## config.mk

```make
export PLATFORM = sky130hd
export DESIGN_NAME = fifo_uart_tx
export DESIGN_NICKNAME = d
export VERILOG_FILES = /design/src/rtl/fifo_uart_tx.sv
export SDC_FILE = /design/constraint.sdc
export NUM_CORES = 1
export LEC_CHECK = 0
export ABC_CLOCK_PERIOD_IN_PS = 2080
export CAP_MARGIN = 40
export CORE_MARGIN = 2
export CORE_UTILIZATION = 51
export DETAILED_ROUTE_END_ITERATION = 8
export PLACE_DENSITY_LB_ADDON = 0.08
export SYNTH_ARGS = -nofsm -noshare
export SYNTH_HDL_FRONTEND = slang
export SYNTH_SLANG_ARGS = --single-unit
```

## constraint.sdc

```tcl
create_clock -name clk -period 2.08 [get_ports clk]
set_input_delay 0.208 -clock clk [delete_from_list [all_inputs] [get_ports clk]]
set_output_delay 0.208 -clock clk [all_outputs]
set_load 0.02 [all_outputs]
```

## src/rtl/fifo_uart_tx.sv

```systemverilog
// FIFO read-side UART transmitter: pulls one byte per frame and serializes it LSB first.
// Define FIFO_UART_TX_PARITY_EN to append an even-parity bit after D7 (8E1 instead of 8N1).
`timescale 1ns/1ps
module fifo_uart_tx #(
   parameter int CLKS_PER_BIT = 16
) (
   input  logic       clk,
   input  logic       rst,
   input  logic       fifo_empty,
   input  logic       fifo_wr,
   input  logic [7:0] fifo_dout,
   output logic       fifo_rd,
   output logic       tx,
   output logic       busy,
   output logic       tx_done
);
   localparam int CNT_W = $clog2(CLKS_PER_BIT);
   localparam logic [CNT_W-1:0] CNT_MAX = CNT_W'(CLKS_PER_BIT - 1);

`ifdef FIFO_UART_TX_PARITY_EN
   typedef enum logic [2:0] {IDLE, CAP, START, DATA, PARITY, STOP} state_t;
`else
   typedef enum logic [2:0] {IDLE, CAP, START, DATA, STOP} state_t;
`endif

   state_t           state_q, state_d;
   logic [CNT_W-1:0] cnt_q, cnt_d;
   logic [2:0]       bit_q, bit_d;
   logic [7:0]       shreg_q, shreg_d;
   logic             tx_q, tx_d;
   logic             busy_q, busy_d;
   logic             done_q, done_d;
   logic             wrap;
`ifdef FIFO_UART_TX_PARITY_EN
   logic             par_q, par_d;
`endif

   always_comb begin
      state_d = state_q;
      cnt_d   = cnt_q;
      bit_d   = bit_q;
      shreg_d = shreg_q;
      done_d  = 1'b0;
      fifo_rd = 1'b0;
      wrap    = (cnt_q == CNT_MAX);
`ifdef FIFO_UART_TX_PARITY_EN
      par_d   = par_q;
`endif
      // The FIFO drops a read that collides with a write, so never request then.
      case (state_q)
         IDLE: begin
            fifo_rd = !rst && !fifo_empty && !fifo_wr;
            if (fifo_rd) state_d = CAP;
         end
         CAP: begin
            shreg_d = fifo_dout;
            cnt_d   = '0;
            bit_d   = 3'd0;
`ifdef FIFO_UART_TX_PARITY_EN
            par_d   = ^fifo_dout;
`endif
            state_d = START;
         end
         START: begin
            cnt_d = wrap ? '0 : cnt_q + 1'b1;
            if (wrap) state_d = DATA;
         end
         DATA: begin
            cnt_d = wrap ? '0 : cnt_q + 1'b1;
            if (wrap) begin
               shreg_d = shreg_q >> 1;
               bit_d   = bit_q + 3'd1;
               if (bit_q == 3'd7) begin
`ifdef FIFO_UART_TX_PARITY_EN
                  state_d = PARITY;
`else
                  state_d = STOP;
`endif
               end
            end
         end
`ifdef FIFO_UART_TX_PARITY_EN
         PARITY: begin
            cnt_d = wrap ? '0 : cnt_q + 1'b1;
            if (wrap) state_d = STOP;
         end
`endif
         STOP: begin
            cnt_d = wrap ? '0 : cnt_q + 1'b1;
            if (wrap) begin
               state_d = IDLE;
               done_d  = 1'b1;
            end
         end
         default: state_d = IDLE;
      endcase
   end

   // Line level is derived from the next state so tx is registered without extra lag.
   always_comb begin
      tx_d = 1'b1;
      case (state_d)
         START:  tx_d = 1'b0;
         DATA:   tx_d = shreg_d[0];
`ifdef FIFO_UART_TX_PARITY_EN
         PARITY: tx_d = par_d;
`endif
         default: tx_d = 1'b1;
      endcase
      busy_d = (state_d != IDLE);
   end

   always_ff @(posedge clk) begin
      if (rst) begin
         state_q <= IDLE;
         cnt_q   <= '0;
         bit_q   <= 3'd0;
         tx_q    <= 1'b1;
         busy_q  <= 1'b0;
         done_q  <= 1'b0;
      end else begin
         state_q <= state_d;
         cnt_q   <= cnt_d;
         bit_q   <= bit_d;
         tx_q    <= tx_d;
         busy_q  <= busy_d;
         done_q  <= done_d;
      end
   end

   always_ff @(posedge clk) begin
      shreg_q <= shreg_d;
`ifdef FIFO_UART_TX_PARITY_EN
      par_q   <= par_d;
`endif
   end

   assign tx      = tx_q;
   assign busy    = busy_q;
   assign tx_done = done_q;

endmodule

```

---- After elaboration in Yosys (flattened, before gate mapping) ----
Cells that the tools add are included.
storage, ports and cells
  register bits ........................... 21
  bits in latches ......................... 0
  RAM bits ................................ 0
  ROM bits ................................ 0
  bits of input ports ..................... 12
  output and inout bits ................... 4
  word-level logic and storage cells ...... 47
  memories kept ........................... 0
operators by class
  $add $sub $neg .......................... 2
  $mul .................................... 0
  div/mod/pow operators ................... 0
  $lt $le $gt $ge ......................... 0
  eq/ne operators ......................... 9
  shift-type cells ........................ 0
  mux-type cells .......................... 15
  bitwise gates (word level) .............. 1
  reduce and logical (&&, ||, !) cells .... 12
operator list
  operator                                       number
  2-to-1 mux 3 bit                               6
  one-hot mux 8 bit (2 select lines)             1
  one-hot mux 3 bit (5 select lines)             1
  == test 3 x 2 -> 1 bit, second input constant  4
  2-to-1 mux 8 bit                               1
  one-hot mux 4 bit (2 select lines)             1
  == test 3 bit, second input constant           2
  one-hot mux 3 bit (2 select lines)             1
  adder 4 x 1 -> 4 bit, second input constant    1
  == test 4 bit, second input constant           1
  2-to-1 mux 4 bit                               1
  nonzero test 2 bit                             2
  adder 3 x 1 -> 3 bit, second input constant    1
  == test 3 x 1 -> 1 bit, second input constant  1
  zero test 1 bit                                3
  zero test 3 bit                                1
  nonzero test 3 bit                             1
  OR reduction 3 bit                             1
  logical AND 1 bit                              2
  2-to-1 mux 1 bit                               2
  != test 2 bit, second input constant           1
  one-hot mux 1 bit (2 select lines)             1
  AND reduction 2 bit                            1
  OR reduction 2 bit                             1
  inverter 1 bit                                 1

---- Logic depth before layout (Yosys ltp) ----
Gate-level depths: netlist (run 1).
  word-level depth ........................ 7
  gate-level depth with buffers ........... 6
  gate-level depth less buffers ........... 6

---- Least setup slack after synthesis (run 1) ----
OpenSTA, ideal clock, no wires.
  kind .................................... register -> register
  start ................................... reg cnt_q[0]
  end ..................................... reg busy_q, in the netlist busy
  library setup time ...................... 0.127 ns
  data arrival time ....................... 1.417 ns
  required time ........................... 1.953 ns
  path slack .............................. 0.536 ns
  stages on the path, launching flop included .. 6
  path buffers ............................ 0
  clock period less this slack ............ 1.544 ns
  cells stage by stage .................... dfxtp_1 -> ha_1 -> nand3_4 -> nor2_1 -> a2111oi_4 -> or3_1
between the ends
  longest elaborated chain between the ends .. 4
  elaborated cells between the ends (all ways) .. 6
  those cells by class .................... eq/ne (1); mux (4); reduce/logical (1)
RTL lines
  what                                    line        RTL
  from (decl)                             27          logic [CNT_W-1:0] cnt_q, cnt_d;
  from (signal assigned)                  123         cnt_q <= cnt_d;
  == test 4 bit (*)                       45          wrap = (cnt_q == CNT_MAX);
  2-to-1 mux 3 bit (on tied branches)     90, 66, 70
  one-hot mux 3 bit (5 select lines) (*)  50          case (state_q)
  nonzero test 3 bit (*)                  110         busy_d = (state_d != IDLE);
  to (signal assigned)                    126         busy_q <= busy_d;
  to (decl)                               31          logic busy_q, busy_d;
Mark *: on every way between the ends. The rest lies on a longest branch, timed or not.
A chain may end at the register's enable or synchronous reset.

---- Worst setup path in the final report (run 1) ----
  start ................................... reg state_q[2]
  end ..................................... out fifo_rd
between the ends
  longest elaborated chain between the ends .. 2
RTL lines
  what                    line  RTL
  from (decl)             26    state_t state_q, state_d;
  from (signal assigned)  122   state_q <= state_d;
  zero test 3 bit         50
  2-to-1 mux 1 bit        50
  to (decl)               12    output logic fifo_rd,
No other way between the ends.

==> results.toml, run 1 <==
[timing]
period_share = 0.936
rsz0062_at_grt = "no"
drv_slew = 0
fin_skew_ps = 2.87
setup-tns-final_ps = 0
min_period_ps = 1950
hold_viol = 0
relSlewSlack = 0.599
tightestPinTransition_ps = 599
setup_violations = 0
max_freq_ghz = 0.514

[worst_setup_path]
reg2reg_from = "cnt_q[0]"
cp_max_fo = 11
crit_path_start_kind = "flop"
r2r-end = "shreg_q[2]"
crit_required_ps = 1870
critPathKind = "flop to output pin"
reg2reg_setup_slack_ps = 330
startpoint = "state_q[2]"
rr_worst_depth = 4
crit_arrival_ps = 1740
crit_path_end = "fifo_rd"
end_kind = "output pin"

[synth]
synth-edff-count = 7
postSynth.asyncResetShare = 0
synth_ff_type = "dfxtp_1"
synth_cell_types = 35
synth-seq-cells = 21
synth_area_leaders = "dfxtp_1 (28%), edfxtp_1 (21%), a22o_1 (5.2%), nor2_1 (4.1%), ha_1 (3.7%)"
synth_area_leader_cell = "dfxtp_1"
avgSynthCellArea_um2 = 10.3
syn_inst = 99
synth_fp_nets = 114
seq_area_frac_synth = 0.483
synth_warnings = 0
synth_area_um2 = 1020
yosysTopAreaCellShare = 0.276

[clock_tree]
path_clk_slew_ps = 110
root_buffer = "clkbuf_4"
clockBufferDepth = 2
numCtsBuffers = 3
clkLatencyLatePin_ps = 300
numClockSinks = 21
htree_levels = 1
cts_setup_buffers = 0
cts_tree = "built"

[pwr]
power_density_nw_per_um2 = 578
switchingPower_uw = 159
peakVddDrop_v = 0.000488
power_frac_clock = 0.269
intPower_uw = 546
seqPwrFrac = 0.626
swShare = 0.226
power_frac_comb = 0.105
leakage_nw = 0.487

[die]
die_y_um = 48.6
placementRows = 16
dieArea_um2 = 2370
die_w_um = 48.6
start_util = 0.529
ios = 16
core_um2 = 1920

[cells_and_area]
num-nets-final = 132
drive_gt1_frac = 0.121
antennaDiodeCount = 0
final_common_cell = "clkdlybuf4s50_1"
nFillCells = 178
syn2layout_area_growth_pct = 20.1
final_cell_mix = "clkdlybuf4s50_1 (15), dfxtp_1 (14), nor2_1 (10)"
finalNonFillerCells = 143

[routing]
remaining_drc_errors = 0
wire_per_inst_um = 13.4
ant_nets = 0
routed_wl_um = 1920
drt_iter0_drc = 21
viasPerCell = 5.61
vias = 802
drtPass1Iterations = 4

[global_routing]
grt_pass1_wl_um = 3610
grt_pass1_vias = 806
grt_max_degree = 13
grt_use_total = 0.193
grt_overflow = 0
antenna_found_initial = 0

[hold_path]
min_path_type = "flop to flop"

[placed_design]
place.gp.congestion = 0.781
dpl.hpwl_um = 1400
portBuffers = 15
dp.cells = 139

[job]
max-cap-violations = 0

[run_status]
outcome = "finished, final reports clean"
[stage by stage]
step           power, mW  utilization  worst slack (ps)  instance area, um2  hold slack, ps
3_3_place_gp       0.523        0.619               361                1190             498
5_1_grt            0.740        0.635              14.7                1220             569
3_5_place_dp       0.525        0.619               342                1190             505
2_1_floorplan      0.488            -               536                1020             294
4_1_cts            0.712        0.633              79.4                1220             531
6_report           0.705        0.635               133                1220             523
[state kept, by name, indices dropped and copies added (netlist names)]
register / cells
cnt_q: 4
busy: 1
bit_q: 3
tx_done: 1
shreg_q: 8
state_q: 3
tx: 1
[worst min path at each step]
stage                       to  depth (start not counted)        from
floorplan           state_q[1]                          1         rst
global placement      bit_q[2]                          2    bit_q[2]
detailed placement  shreg_q[0]                          2  shreg_q[0]
CTS                 shreg_q[0]                          2  shreg_q[0]
global route          bit_q[1]                          2    bit_q[1]
finish              shreg_q[0]                          2  shreg_q[0]
[power by group through the flow]
stage | combinational (mW) | sequential (mW) | clock [mW]
final | 0.0741 | 0.441 | 0.190
after global routing | 0.0825 | 0.442 | 0.215
after CTS | 0.0751 | 0.441 | 0.196
after detailed placement | 0.0750 | 0.450 | 0
after global placement | 0.0740 | 0.450 | 0
after floorplan | 0.0379 | 0.450 | 0
[synth_stat cells (2+ instances only)]
cell      number
nor2_1        11
a311oi_1       2
a21oi_1        4
buf_2          2
nand2b_1       3
a22oi_1        2
edfxtp_1       7
dfxtp_1       14
o21ai_0        3
buf_4          2
a22o_1         6
and3_1         2
inv_1          6
ha_1           3
nand2_1        8
or3_1          2
a31oi_1        2
nor3_1         2
nand3_1        2
[timing repair]
action | in CTS | in global routing
hold buffers | 0 | 0
gates resized for setup | 0 | 1
endpoints found under the setup margin | 0 | 1
[worst max-delay path, stage by stage, from the launching register on]
cell and delay (ps):
dfxtp_1 440, nor2_2 200, nand3_1 120, inv_1 70
clkdlybuf4s50_1 600
[logic make-up after synthesis]
| logic type | synth area share |
|---|---|
| AO/OA/AOI/OAI | 0.243 |
| adder cells (fa/ha/maj) | 0.0369 |
| buffers and inverters | 0.0468 |
| flip-flops | 0.483 |
| multiplexers | 0.00985 |
| AND/OR/NAND/NOR | 0.181 |
[final cells by class]
class | count | area [um2] | area share
flip-flops and latches | 21 | 490 | 0.402
multi-input cells | 68 | 480 | 0.394
repair buffers | 17 | 165 | 0.135
well taps | 27 | 33.8 | 0.0277
clock buffers | 3 | 22.5 | 0.0185
inverters | 6 | 22.5 | 0.0185
clock inverters | 1 | 5.00 | 0.00410
[metal layers]
| metal | wire, um | track usage | vias up |
|---|---|---|---|
| met1 | 920 | 0.261 | 382 |
| met3 | 58 | 0.0309 | 5 |
| met4 | 29 | 0.0762 | 0 |
| met5 | 0 | 0 | - |
| met2 | 913 | 0.308 | 12 |
| li1 | - | - | 403 |
Power figures use the tool's default switching activity.
==> run 2: changes to the inputs <==
Settings changed: CELL_PAD_IN_SITES_DETAIL_PLACEMENT set to 1, CELL_PAD_IN_SITES_GLOBAL_PLACEMENT set to 1, CORE_UTILIZATION 51 to 40.
==> run 2 against run 1 <==
Net effect: cell count rose by 2.8%; critical endpoint unchanged; total power rose by 1.0%; largest cell class unchanged; worst setup slack improved by 11 ps.
==> results.toml, run 2 (synthesis results as in run 1) <==
[global_routing]
grt_use_total = 0.172
grt_max_degree = 12
grt_pass1_wl_um = 3640
grt_pass1_vias = 824
antenna_found_initial = 0
grt_overflow = 0

[die]
die_w_um = 54.4
start_util = 0.418
core_um2 = 2430
placementRows = 18
die_y_um = 54.4
dieArea_um2 = 2960
ios = 16

[pwr]
power_density_nw_per_um2 = 580
peakVddDrop_v = 0.000312
leakage_nw = 0.488

[worst_setup_path]
end_kind = "output pin"
cpMaxStageDelayCell = "clkdlybuf4s50_1"
crit_chain = "nor2_1, nand3_1, inv_1, clkdlybuf4s50_1"
crit_path_start_kind = "flop"
crit_required_ps = 1870
crit_arrival_ps = 1730
cp_max_fo = 6
critPathKind = "flop to output pin"
max_stage_delay_ps = 600

[timing]
min_period_ps = 1940
relSlewSlack = 0.608
tightestPinTransition_ps = 586
rsz0062_at_grt = "no"
fin_skew_ps = 1.41
hold_viol = 0
setup_slack_ps = 143
setup_violations = 0
setup-tns-final_ps = 0
max_freq_ghz = 0.516
drv_slew = 0
period_share = 0.931

[run_status]
outcome = "finished, final reports clean"

[cells_and_area]
largest_register_ff_count = 8
antennaDiodeCount = 0
num-nets-final = 133
drive_gt1_frac = 0.111
reg_top3 = "shreg_q (8), cnt_q (4)"
regMostFlops = "shreg_q"
finalNonFillerCells = 147
final_common_cell = "clkdlybuf4s50_1"
final_cell_mix = "clkdlybuf4s50_1 (15), dfxtp_1 (14), nor2_1 (11)"
syn2layout_area_growth_pct = 20.8

[clock_tree]
htree_levels = 1
clockBufferDepth = 2
numCtsBuffers = 3
cts.repair.resized = 0
cts_tree = "built"
numClockSinks = 21
root_buffer = "clkbuf_4"
cts_hold_buf = 0
cts_setup_buffers = 0
path_clk_slew_ps = 120
clkLatencyLatePin_ps = 290

[routing]
routed_wl_um = 2210
remaining_drc_errors = 0
drt_iter0_drc = 8
drtPass1Iterations = 4
wire_per_inst_um = 15.1
ant_nets = 0
viasPerCell = 5.44
vias = 800

[placed_design]
pre_cts_ws_ps = 322
place.gp.congestion = 0.727
dpl.hpwl_um = 1700
portBuffers = 15
dp.cells = 143

[hold_path]
min_path_type = "flop to flop"

[job]
max-cap-violations = 0
## run 2: path summary, 6_finish.rpt
check,slack (ps),endpoint,depth (start not counted),start
setup / recovery,140,fifo_rd,4,state_q[1]
hold / removal,520,shreg_q[0],2,shreg_q[0]
setup reg to reg,320,shreg_q[1],4,cnt_q[0]
hold reg to reg,520,shreg_q[0],2,shreg_q[0]
## run 2: through the flow
stage	cell area, um2	util	power [mW]	hold WS, ps
global route	1230	0.505	0.750	566
global placement	1200	0.494	0.523	483
finish	1230	0.505	0.712	520
detailed placement	1200	0.494	0.527	496
floorplan	1020	-	0.488	294
CTS	1230	0.505	0.718	524
## run 2: power breakdown
group          internal (mW)  switching, mW  total, mW  leakage, nW
Sequential             0.433        0.00748      0.441        0.188
Clock                 0.0744          0.121      0.196       0.0150
Combinational         0.0405         0.0348     0.0753        0.285
## run 2: final cells by class
class	instances	area (um2)
fillers	279	1200
flip-flops and latches	21	490
multi-input cells	68	478
repair buffers	18	173
well taps	30	37.5
clock buffers	4	26.3
inverters	6	22.5
## run 2: critical path: cells and delay by family, from the launching register on
| family | cells | cell delay, ps |
|---|---|---|
| buf+inv | 2 | 680 |
| flops | 1 | 390 |
| simple gates | 2 | 370 |
## run 2: routing by layer
layer / global-route usage / part of all wire / vias to the layer above
met3: 0.0328 / 0.025 / 2
met5: 0 / 0 / -
met1: 0.214 / 0.48 / 386
met4: 0.0250 / 0.0068 / 0
li1: - / - / 406
met2: 0.311 / 0.49 / 6
